## src/rtl/multdiv_iter_if.sv

```systemverilog
// Handshake and data bundle between the execute stage and the iterative multiply/divide unit.
interface multdiv_iter_if #(
  parameter int unsigned WIDTH = 32
);
  logic             ctrl_MULT;
  logic             ctrl_DIV;
  logic             ctrl_signed;
  logic             ctrl_abort;
  logic [WIDTH-1:0] data_operandA;
  logic [WIDTH-1:0] data_operandB;
  logic [WIDTH-1:0] data_result;
  logic [WIDTH-1:0] data_result_alt;
  logic             data_exception;
  logic             data_resultRDY;
  logic             busy;

  modport master (
    output ctrl_MULT, ctrl_DIV, ctrl_signed, ctrl_abort, data_operandA, data_operandB,
    input  data_result, data_result_alt, data_exception, data_resultRDY, busy
  );

  modport slave (
    input  ctrl_MULT, ctrl_DIV, ctrl_signed, ctrl_abort, data_operandA, data_operandB,
    output data_result, data_result_alt, data_exception, data_resultRDY, busy
  );
endinterface

```

## src/rtl/multdiv_iter.sv

```systemverilog
// Iterative radix-2 multiply/divide: shift-add multiply, restoring divide, on operand magnitudes
// with sign fix-up and exception detection in a final FIX cycle.
module multdiv_iter #(
  parameter int unsigned WIDTH = 32
) (
  input logic           clock,
  input logic           reset_n,
  multdiv_iter_if.slave bus
);
  localparam int unsigned CNT_W = $clog2(WIDTH + 1);

  typedef enum logic [1:0] {StIdle, StRun, StFix, StDone} state_e;

  state_e           state_q, state_d;
  logic [CNT_W-1:0] cnt_q, cnt_d;
  logic [WIDTH-1:0] hi_q, hi_d, lo_q, lo_d, b_q, b_d;
  logic             is_mult_q, is_mult_d, sgn_q, sgn_d;
  logic             sign_a_q, sign_a_d, sign_b_q, sign_b_d;
  logic [WIDTH-1:0] res_q, res_d, alt_q, alt_d;
  logic             exc_q, exc_d;

  // Operand magnitudes for the start cycle
  logic             a_neg, b_neg;
  logic [WIDTH-1:0] a_mag, b_mag;
  assign a_neg = bus.ctrl_signed & bus.data_operandA[WIDTH-1];
  assign b_neg = bus.ctrl_signed & bus.data_operandB[WIDTH-1];
  assign a_mag = a_neg ? -bus.data_operandA : bus.data_operandA;
  assign b_mag = b_neg ? -bus.data_operandB : bus.data_operandB;

  // One multiply step: {hi,lo} holds accumulator and remaining multiplier bits
  logic [WIDTH:0] mul_sum;
  assign mul_sum = {1'b0, hi_q} + (lo_q[0] ? {1'b0, b_q} : '0);

  // One restoring divide step: hi is the partial remainder, lo shifts dividend out, quotient in
  logic [WIDTH:0] div_tmp, div_diff;
  logic           div_ge;
  assign div_tmp  = {hi_q, lo_q[WIDTH-1]};
  assign div_diff = div_tmp - {1'b0, b_q};
  assign div_ge   = div_tmp >= {1'b0, b_q};

  // Sign correction and exception rules for the FIX cycle
  logic [2*WIDTH-1:0] prod, prod_s;
  logic               neg_res, rem_neg, mul_exc, div_zero;
  logic [WIDTH-1:0]   q_fix, r_fix;
  assign neg_res  = sgn_q & (sign_a_q ^ sign_b_q);
  assign rem_neg  = sgn_q & sign_a_q;
  assign prod     = {hi_q, lo_q};
  assign prod_s   = neg_res ? -prod : prod;
  assign mul_exc  = sgn_q ? !((&prod_s[2*WIDTH-1:WIDTH-1]) | ~(|prod_s[2*WIDTH-1:WIDTH-1]))
                          : (|prod_s[2*WIDTH-1:WIDTH]);
  assign q_fix    = neg_res ? -lo_q : lo_q;
  assign r_fix    = rem_neg ? -hi_q : hi_q;
  assign div_zero = (b_q == '0);

  always_comb begin
    state_d   = state_q;
    cnt_d     = cnt_q;
    hi_d      = hi_q;
    lo_d      = lo_q;
    b_d       = b_q;
    is_mult_d = is_mult_q;
    sgn_d     = sgn_q;
    sign_a_d  = sign_a_q;
    sign_b_d  = sign_b_q;
    res_d     = res_q;
    alt_d     = alt_q;
    exc_d     = exc_q;
    unique case (state_q)
      StIdle: begin
        if (bus.ctrl_MULT | bus.ctrl_DIV) begin
          is_mult_d = bus.ctrl_MULT;
          sgn_d     = bus.ctrl_signed;
          sign_a_d  = a_neg;
          sign_b_d  = b_neg;
          hi_d      = '0;
          lo_d      = a_mag;
          b_d       = b_mag;
          cnt_d     = '0;
          state_d   = StRun;
        end
      end
      StRun: begin
        if (bus.ctrl_abort) begin
          state_d = StIdle;
        end else if (cnt_q == CNT_W'(WIDTH)) begin
          state_d = StFix;
        end else begin
          cnt_d = cnt_q + CNT_W'(1);
          if (is_mult_q) begin
            hi_d = mul_sum[WIDTH:1];
            lo_d = {mul_sum[0], lo_q[WIDTH-1:1]};
          end else begin
            hi_d = div_ge ? div_diff[WIDTH-1:0] : div_tmp[WIDTH-1:0];
            lo_d = {lo_q[WIDTH-2:0], div_ge};
          end
        end
      end
      StFix: begin
        if (bus.ctrl_abort) begin
          state_d = StIdle;
        end else begin
          state_d = StDone;
          if (is_mult_q) begin
            res_d = prod_s[WIDTH-1:0];
            alt_d = prod_s[2*WIDTH-1:WIDTH];
            exc_d = mul_exc;
          end else if (div_zero) begin
            // Partial remainder has accumulated the whole dividend magnitude by now
            res_d = sgn_q ? '0 : '1;
            alt_d = r_fix;
            exc_d = 1'b1;
          end else begin
            res_d = q_fix;
            alt_d = r_fix;
            // A positive signed quotient of magnitude 2^(W-1) only arises from MIN / -1
            exc_d = sgn_q & ~neg_res & lo_q[WIDTH-1];
          end
        end
      end
      StDone: state_d = StIdle;
      default: state_d = StIdle;
    endcase
  end

  always_ff @(posedge clock or negedge reset_n) begin
    if (!reset_n) begin
      state_q   <= StIdle;
      cnt_q     <= '0;
      hi_q      <= '0;
      lo_q      <= '0;
      b_q       <= '0;
      is_mult_q <= 1'b0;
      sgn_q     <= 1'b0;
      sign_a_q  <= 1'b0;
      sign_b_q  <= 1'b0;
      res_q     <= '0;
      alt_q     <= '0;
      exc_q     <= 1'b0;
    end else begin
      state_q   <= state_d;
      cnt_q     <= cnt_d;
      hi_q      <= hi_d;
      lo_q      <= lo_d;
      b_q       <= b_d;
      is_mult_q <= is_mult_d;
      sgn_q     <= sgn_d;
      sign_a_q  <= sign_a_d;
      sign_b_q  <= sign_b_d;
      res_q     <= res_d;
      alt_q     <= alt_d;
      exc_q     <= exc_d;
    end
  end

  assign bus.data_result     = res_q;
  assign bus.data_result_alt = alt_q;
  assign bus.data_exception  = exc_q;
  assign bus.data_resultRDY  = (state_q == StDone);
  assign bus.busy            = (state_q == StRun) || (state_q == StFix);
endmodule

```

## src/flat_wrapper.sv

```systemverilog
// flat-port wrapper written by rule: the top's interface ports become plain ports
module multdiv_iter_flat 
#(
  parameter int unsigned WIDTH = 32
)
  (clock, reset_n, bus_ctrl_MULT, bus_ctrl_DIV, bus_ctrl_signed, bus_ctrl_abort, bus_data_operandA, bus_data_operandB, bus_data_result, bus_data_result_alt, bus_data_exception, bus_data_resultRDY, bus_busy);
  multdiv_iter_if #(.WIDTH(WIDTH)) bus_i ();
  input logic clock;
  input logic reset_n;
  input wire logic [$bits(bus_i.ctrl_MULT)-1:0] bus_ctrl_MULT;
  input wire logic [$bits(bus_i.ctrl_DIV)-1:0] bus_ctrl_DIV;
  input wire logic [$bits(bus_i.ctrl_signed)-1:0] bus_ctrl_signed;
  input wire logic [$bits(bus_i.ctrl_abort)-1:0] bus_ctrl_abort;
  input wire logic [$bits(bus_i.data_operandA)-1:0] bus_data_operandA;
  input wire logic [$bits(bus_i.data_operandB)-1:0] bus_data_operandB;
  output wire logic [$bits(bus_i.data_result)-1:0] bus_data_result;
  output wire logic [$bits(bus_i.data_result_alt)-1:0] bus_data_result_alt;
  output wire logic [$bits(bus_i.data_exception)-1:0] bus_data_exception;
  output wire logic [$bits(bus_i.data_resultRDY)-1:0] bus_data_resultRDY;
  output wire logic [$bits(bus_i.busy)-1:0] bus_busy;
  assign bus_i.ctrl_MULT = bus_ctrl_MULT;
  assign bus_i.ctrl_DIV = bus_ctrl_DIV;
  assign bus_i.ctrl_signed = bus_ctrl_signed;
  assign bus_i.ctrl_abort = bus_ctrl_abort;
  assign bus_i.data_operandA = bus_data_operandA;
  assign bus_i.data_operandB = bus_data_operandB;
  assign bus_data_result = bus_i.data_result;
  assign bus_data_result_alt = bus_i.data_result_alt;
  assign bus_data_exception = bus_i.data_exception;
  assign bus_data_resultRDY = bus_i.data_resultRDY;
  assign bus_busy = bus_i.busy;
  multdiv_iter #(.WIDTH(WIDTH)) u_core (.clock(clock), .reset_n(reset_n), .bus(bus_i));
endmodule
```

## config.mk

```make
export PLATFORM = sky130hd
export DESIGN_NAME = multdiv_iter_flat
export DESIGN_NICKNAME = d
export VERILOG_FILES = /design/src/rtl/multdiv_iter_if.sv /design/src/rtl/multdiv_iter.sv /design/src/flat_wrapper.sv
export SDC_FILE = /design/constraint.sdc
export NUM_CORES = 1
export LEC_CHECK = 0
export CORE_ASPECT_RATIO = 0.9
export CORE_UTILIZATION = 49
export CTS_BUF_LIST = sky130_fd_sc_hd__clkbuf_16
export CTS_CLUSTER_SIZE = 8
export DETAILED_ROUTE_END_ITERATION = 6
export PLACE_DENSITY = 0.7
export SLEW_MARGIN = 30
export SYNTH_ARGS = -nofsm -noshare
export SYNTH_HDL_FRONTEND = slang
export SYNTH_SLANG_ARGS = --single-unit
```

## constraint.sdc

```tcl
create_clock -name clock -period 4.36 [get_ports clock]
set_clock_uncertainty 0.2 [all_clocks]
set_input_delay 0.654 -clock clock [delete_from_list [all_inputs] [get_ports clock]]
set_output_delay 0.654 -clock clock [all_outputs]
set_load 0.02 [all_outputs]
```

## Word level (Yosys, flattened, before mapping)

Index checks and enable logic that the tools add are counted.

- Flip-flop bits (word level): 173
- Output and inout bits: 67

- Bitwise operators: 12
- Equality and inequality tests: 8
- Multiplexer cells: 33
- Reductions and logical operators: 12
- $add $sub $neg: 8
- Magnitude comparators: 1

Operator list:

| operator | number |
|---|---|
| $mux 32 | 18 |
| $neg 32->32 | 4 |
| $pmux 32 s2 | 2 |
| $mux 64 | 1 |
| $neg 64->64 | 1 |
| $add 32x32->33 | 1 |
| $ge 33x32->1 | 1 |
| $reduce_and 33->1 | 1 |
| $reduce_or 33->1 | 1 |
| $logic_not 32->1 | 1 |
| $reduce_or 32->1 | 1 |
| $sub 32x32->32 | 1 |
| $mux 6 | 3 |
| $pmux 6 s2 | 1 |
| $mux 2 | 4 |
| $pmux 2 s4 | 1 |
| $add 6x1->6 const B | 1 |
| $and 1x1->1 | 6 |
| $eq 6x6->1 const B | 1 |
| $reduce_and 2->1 | 3 |
| $eq 2x2->1 const B | 2 |
| $ne 2x2->1 const B | 2 |
| $reduce_and 4->1 | 1 |
| $mux 1 | 3 |
| other kinds (10) | 13 |

## Logic depth before layout (Yosys ltp)

Gate-level depths: netlist (run 1).

- Depth after elaboration: 9
- Depth in mapped cells: 15

## Least setup slack after synthesis (run 1)

OpenSTA, ideal clock, no wires.

- Kind: reg-to-reg
- From: reg u_core.lo_q[0]
- To: reg u_core.hi_q[29]
- Setup time: 0.068 ns
- Arrival: 3.665 ns
- Slack: 0.427 ns
- Buffers on the path: 1
- Stages on the path, launching flop included: 15
- Period minus slack after synthesis: 3.933 ns
- Cell sequence: dfrtp_1 -> inv_1 -> buf_1 -> nor2_1 -> ha_1 -> nor2b_1 -> o31a_1 -> o311a_1 -> or3_1 -> a2111oi_2 -> nor2_1 -> a311o_1 -> and2_1 -> o2111ai_1 -> a32o_1

- Word-level cells in the longest chain between the ends: 6

Ends and longest elaborated chain:

| item | RTL line | RTL |
|---|---|---|
| from (decl) | multdiv_iter.sv:16 | `logic [WIDTH-1:0] hi_q, hi_d, lo_q, lo_d, b_q, b_d;` |
| from (signal assigned) | multdiv_iter.sv:143 | `lo_q <= lo_d;` |
| $mux 32 | multdiv_iter.sv:32 | `assign mul_sum = {1'b0, hi_q} + (lo_q[0] ? {1'b0, b_q} : '0);` |
| $add 32x32->33 | multdiv_iter.sv:32 |  |
| $mux 32 | multdiv_iter.sv:89 | `if (is_mult_q) begin` |
| $mux 32 | multdiv_iter.sv:85 | `end else if (cnt_q == CNT_W'(WIDTH)) begin` |
| $mux 32 | multdiv_iter.sv:83 | `if (bus.ctrl_abort) begin` |
| $pmux 32 s2 | multdiv_iter.sv:68 | `unique case (state_q)` |
| to (signal assigned) | multdiv_iter.sv:142 | `hi_q <= hi_d;` |
| to (decl) | multdiv_iter.sv:16 |  |

Every way passes these cells. The select of a mux whose other input is x is not followed.
A chain may end at the register's enable or synchronous reset.

## Worst setup path after layout (run 1)

Ends and elaborated chain as after synthesis.

==> results_dict.tcl, run 1 <==
set metrics [dict create \
    slew_headroom_pct 45.03 \
    rows 61 \
    dpl.hpwl_mm 40.02 \
    yosys_most_used_dff "dfrtp_1" \
    die_x_um 188.4 \
    outcome "finished with violations" \
    area_delta_synth_final_pct 17.80 \
    drc 0 \
    power_density_nw_per_um2 708.6 \
    core-area_um2 30830 \
    vdd_drop_max_uv 831.7 \
    clk_pin_slew_ns 0.08 \
    synth_warnings 0 \
    routed_wl_mm 50.96 \
    clkPwrFrac_pct 12.4 \
    cp.depth 14 \
    grt_max_degree 106 \
    p_sw_share_pct 51.76 \
    end_kind "flop" \
    start_util_pct 49.68 \
    synth_area_leader_cell "dfrtp_1" \
    synth_edf_count 0 \
    synthArstFlopShare_pct 100.0 \
    worstPathCellList "and2_1, ha_1, inv_1, fa_1, nor2b_1, o31a_1, o311a_1, or3_1, a2111oi_4, nor2_1, a311o_1, nand4_1, o2111ai_1, a32o_1" \
    vias 15410 \
    io_buffers 136 \
    cp.required_ns 4.50 \
    cts.sinks 173 \
    syn_nets 2142 \
    die_h_um 169.7 \
    drive_above_1_share_pct 7.638 \
    synth_area_leaders "dfrtp_1 28%, o21ai_0 8.8%, nand2_1 7.2%" \
    dr_wl_met3_mm 4.522 \
    worstMarginPinSlew_ns 0.8226 \
    finalHoldViolCount 4 \
    netSwitchingPower_w 0.006619 \
    cts_tree "yes" \
    nets 2254 \
    grt_pass1_wl_mm 79.34 \
    synth_seq_area_share_pct 28.26 \
    clk_latency_ns 0.46 \
    gr-usage-all-layers_pct 31.76 \
    rsz0062_at_grt "no" \
    period_share_pct 93.48 \
    yosysTopAreaCellShare_pct 28.26 \
    power.internal_w 0.006169 \
    cpPeakStageDelay_ns 0.47 \
    synth-seq-cells 173 \
    cp_max_fo 6 \
    stdcell_count 2530 \
    gp_congestion 0.9933 \
    synth.distinct_cells 83 \
    io_pins 137 \
    cp.arrival_ns 4.22 \
    pwr-share-seq_pct 21.2 \
    start_kind "flop" \
    slew_violations 0 \
    design_power_total_w 0.01279 \
    setup_violations 0 \
    drt-initial-drc-count 1417 \
    clock.fmax_ghz 0.2453 \
    ant_nets 0 \
    clockRootBuffer "clkbuf_16" \
    worst_path_max_delay_cell "dfrtp_1" \
    numCtsBuffers 17 \
    p_leak_nw 7.914 \
    regArea_um2 4330 \
    wl_per_cell_um 20.14 \
    grt_pass1_vias 14220 \
    pwr-share-comb_pct 66.4 \
    dieArea_um2 31980 \
    cts_max_level 4 \
    max_cap_violations 0 \
    first_pass_iters 6 \
    synth_most_common_cell "nand2_1" \
    worst_r2r_path_depth 14 \
    dr_wl_met2_mm 22.09 \
    crit_buf_inv 1 \
    num-fill-cells 2853 \
    fin_hold_ws_ns -0.02291 \
    met1_length_mm 23.29 \
    avgSynthCellArea_um2 7.675 \
    drt-vias-per-instance 6.089 \
    fin_crit_ns 4.076 \
    overflow 0 \
    violations "negative hold slack" \
    syn_area_um2 15320 \
    worstSetupPathType "reg -> reg" \
    multi_input_area_um2 10270 \
    crit_family "compound AO/OA/AOI/OAI gates" \
    yosys-top-cells-count "294 x nand2_1, 269 x o21ai_0, 173 x dfrtp_1, 133 x nor2_1, 128 x a21oi_1" \
    netlist_instances 1996 \
    dp.cells 2498 \
    hp-class "in -> async" \
    fin_tns_setup_ns 0 \
    diodes 0 \
    highest_layer "met4" \
    antenna_found_initial 0 \
    clockBufferDepth 2 \
]
worst reg2reg max path, delay by kind of cell (launching register included):
| family | cells | cell delay, ns |
|---|---|---|
| compound gates | 6 | 1.86 |
| fa+ha+maj | 2 | 0.41 |
| buf+inv | 1 | 0.08 |
| flops | 1 | 0.47 |
| simple gates | 5 | 0.95 |
timing repair:
action | in CTS | in global routing
hold buffers | 0 | 0
gates resized for setup | 0 | 1
setup buffers | 0 | 0
endpoints found under the setup margin | 0 | 1
area by class of cell:
type | instances | share of cell area [%]
sequential | 173 | 23.99
clock inverter | 15 | 0.9567
clock buffer | 17 | 2.357
multi-input combinational | 1624 | 56.89
inverter | 66 | 1.373
tap | 409 | 2.836
timing repair buffer | 226 | 11.59
cell families after synthesis:
group | after synthesis | synth area share (%)
AND/OR/NAND/NOR | 689 | 21.30
AO/OA/AOI/OAI | 615 | 24.58
buffers and inverters | 199 | 5.072
XOR/XNOR | 187 | 10.69
flip-flops | 173 | 28.26
adder cells (fa/ha/maj) | 76 | 6.305
multiplexers | 57 | 3.790
power groups by stage:
stage | clock network, W | registers (W) | logic [W]
finish | 0.00159 | 0.00271 | 0.00849
global route | 0.00167 | 0.00276 | 0.00928
CTS | 0.00161 | 0.00268 | 0.00831
detailed placement | 0 | 0.00271 | 0.00828
global placement | 0 | 0.00269 | 0.00819
floorplan | 0 | 0.00248 | 0.00584
flip-flops by register name (all words and copies together), names as in the netlist:
register,cells
u_core.sign_b_q,1
u_core.is_mult_q,1
u_core.bus.data_result,32
u_core.state_q,2
u_core.hi_q,32
u_core.b_q,32
u_core.bus.data_exception,1
u_core.sign_a_q,1
u_core.lo_q,32
u_core.sgn_q,1
u_core.bus.data_result_alt,32
u_core.cnt_q,6
stage by stage:
| step | worst slack, ns | utilization (%) | instance area (um^2) |
|---|---|---|---|
| floorplan | 0.4275 | - | 15320 |
| finish | 0.2841 | 58.53 | 18050 |
| global route | 0.08066 | 58.53 | 18050 |
| detailed placement | 0.2424 | 56.53 | 17430 |
| global placement | 0.2978 | 56.53 | 17430 |
| CTS | 0.2142 | 58.47 | 18030 |
cells in the final DEF (no fill, tap or decap), types with 73 or more instances in the layout:
cell type / n
nand2_1: 294
o21ai_0: 269
dfrtp_1: 172
clkdlybuf4s50_1: 135
nor2_1: 132
a21oi_1: 128
xor2_1: 97
xnor2_1: 90
buf_4: 85
ha_1: 73
layer usage:
metal,GRT usage (%),vias up
li1,-,7397
met1,44.77,7291
met2,48.88,643
met3,7.010,74
met4,8.485,0
met5,0,-
worst paths after layout:
kind	startpoint	endpoint	slack (ns)
setup / recovery	u_core.lo_q[0]	u_core.hi_q[29]	0.28
hold / removal	reset_n	u_core.bus.data_result_alt[29]	-0.02
setup reg to reg	u_core.lo_q[0]	u_core.hi_q[29]	0.28
hold reg to reg	u_core.bus.data_result_alt[6]	u_core.bus.data_result_alt[6]	0.28
max in group asynchronous	reset_n	u_core.bus.data_result[6]	3.22
min in group clock	u_core.bus.data_result_alt[6]	u_core.bus.data_result_alt[6]	0.28
(Power assumes the default switching activity.)
==> run 2, diff against run 1 <==
--- a/config.mk
+++ b/config.mk
@@ -5,7 +5,7 @@
 export SDC_FILE = /design/constraint.sdc
 export NUM_CORES = 1
 export LEC_CHECK = 0
-export CORE_ASPECT_RATIO = 0.9
+export CORE_ASPECT_RATIO = 0.5
 export CORE_UTILIZATION = 49
 export CTS_BUF_LIST = sky130_fd_sc_hd__clkbuf_16
 export CTS_CLUSTER_SIZE = 8
==> run 2 against run 1 <==
  * The run now ends clean
  * Via count down 1.2%
  * Final cell count is essentially flat
  * Wire length shrank 4.8%
  * Sequential share of layout area up 0.28 points
  * Cell area down 1.1%
  * Utilization is 0.063 points lower
  * Critical endpoint unchanged
  * Largest power group unchanged
==> results_dict.tcl, run 2 (synthesis results as in run 1) <==
set metrics [dict create \
    cts_resized 0 \
    grt_pass1_wl_mm 76.03 \
    nets 2241 \
    clkPwrFrac_pct 11.6 \
    dieArea_um2 32020 \
    rsz0062_at_grt "no" \
    slew_violations 0 \
    cts_max_level 4 \
    pwr-share-comb_pct 66.5 \
    slew_headroom_pct 42.56 \
    start_util_pct 50.20 \
    rows 45 \
    cts.sinks 173 \
    drive_above_1_share_pct 6.831 \
    numCtsBuffers 17 \
    outcome "complete, no violations" \
    cp.required_ns 4.56 \
    core-area_um2 30520 \
    first_pass_iters 6 \
    setup_ws_ns 0.2225 \
    setup_violations 0 \
    routed_wl_mm 48.49 \
    cts_setup_buffers 0 \
    drt-initial-drc-count 1438 \
    num-fill-cells 2901 \
    grt_max_degree 106 \
    clock.fmax_ghz 0.2417 \
    dpl.hpwl_mm 36.79 \
    pwr-share-seq_pct 21.9 \
    p_sw_share_pct 51.72 \
    fin_tns_setup_ns 0 \
    diodes 0 \
    overflow 0 \
    cp.arrival_ns 4.34 \
    vias 15220 \
    crit_start "u_core.lo_q[0]" \
    clk_latency_ns 0.47 \
    clockRootBuffer "clkbuf_16" \
    cts_tree "yes" \
    hp-class "in -> async" \
    period_share_pct 94.90 \
    ant_nets 0 \
    r2r_start "u_core.lo_q[0]" \
    final_common_cell "nand2_1" \
    grt_pass1_vias 13660 \
    vdd_drop_max_uv 352.2 \
    worstMarginPinSlew_ns 0.8616 \
    wl_per_cell_um 19.16 \
    max_cap_violations 0 \
    p_leak_nw 7.809 \
    io_buffers 136 \
    fin_util_pct 58.47 \
    worstSetupPathType "reg -> reg" \
    start_kind "flop" \
    antenna_found_initial 1 \
    area_delta_synth_final_pct 16.47 \
    die_x_um 252.1 \
    gr-usage-all-layers_pct 30.09 \
    drc 0 \
    power_density_nw_per_um2 691.0 \
    end_kind "flop" \
    finalHoldViolCount 0 \
    fin_crit_ns 4.138 \
    netSwitchingPower_w 0.006377 \
    layout_common_cells "294 x nand2_1, 269 x o21ai_0, 172 x dfrtp_1, 135 x clkdlybuf4s50_1, 132 x nor2_1" \
    hold_buffers 0 \
    clockBufferDepth 2 \
    drt-vias-per-instance 6.015 \
    clk_pin_slew_ns 0.07 \
    power.internal_w 0.005952 \
    gp_congestion 1.028 \
    post-place-ws_ns 0.3325 \
    die_h_um 127.0 \
    io_pins 137 \
    cp_max_fo 22 \
]
==> run 2: critical path: stages, from the launching register on <==
cell and delay, ns:
dfrtp_1 0.40, inv_1 0.12, buf_4 0.18, buf_4 0.27
nor2_1 0.07, ha_1 0.35, and3_1 0.21, o311a_1 0.14
or3_1 0.43, a2111oi_2 0.49, nor2_1 0.18, a311o_1 0.44
and2_1 0.20, o2111ai_1 0.20, a32o_1 0.19
==> run 2: area by class of cell <==
cell class / instances / area [um^2] / area share (%)
Multi-Input combinational cell: 1624 / 10250 / 57.45
Sequential cell: 173 / 4330 / 24.27
Timing Repair Buffer: 213 / 1959 / 10.98
Tap cell: 423 / 529.3 / 2.966
Clock buffer: 17 / 425.4 / 2.384
Inverter: 66 / 247.7 / 1.389
Clock inverter: 15 / 100.1 / 0.5610
==> run 2: power by group through the flow <==
stage | clock, W | combinational [W] | sequential (W)
after floorplan | 0 | 0.00584 | 0.00248
after global placement | 0 | 0.00797 | 0.00269
after detailed placement | 0 | 0.00800 | 0.00271
after CTS | 0.00145 | 0.00805 | 0.00268
after global routing | 0.00151 | 0.00893 | 0.00275
final | 0.00144 | 0.00819 | 0.00270
==> run 2: worst paths after layout <==
| check | end | slack [ns] | cells after the start |
|---|---|---|---|
| setup / recovery | u_core.hi_q[29] | 0.22 | 14 |
| hold / removal | u_core.lo_q[13] | 0.09 | 1 |
| hold reg to reg | u_core.bus.data_result_alt[29] | 0.28 | 2 |
| min in group clock | u_core.bus.data_result_alt[29] | 0.28 | 2 |
| setup reg to reg | u_core.hi_q[29] | 0.22 | 14 |
| max in group asynchronous | u_core.b_q[11] | 2.80 | 2 |
==> run 2: layer usage <==
metal  wire (um)  global-route usage (%)  vias up
li1            -                       -     7362
met1       22220                   43.43     7154
met2       21220                   46.73      633
met3        4065                   4.829       72
met4         938                   8.021        2
met5          48                       0        -
==> run 2: metrics by stage <==
step	total power [W]	std cells	hold slack (ns)	cell area, um^2
after global routing	0.01320	2531	0.1713	17840
after floorplan	0.008313	1996	0.1584	15320
after global placement	0.01065	2499	0.2608	17310
after CTS	0.01218	2531	0.1595	17840
final	0.01233	2531	0.09356	17840
after detailed placement	0.01071	2499	0.2691	17310
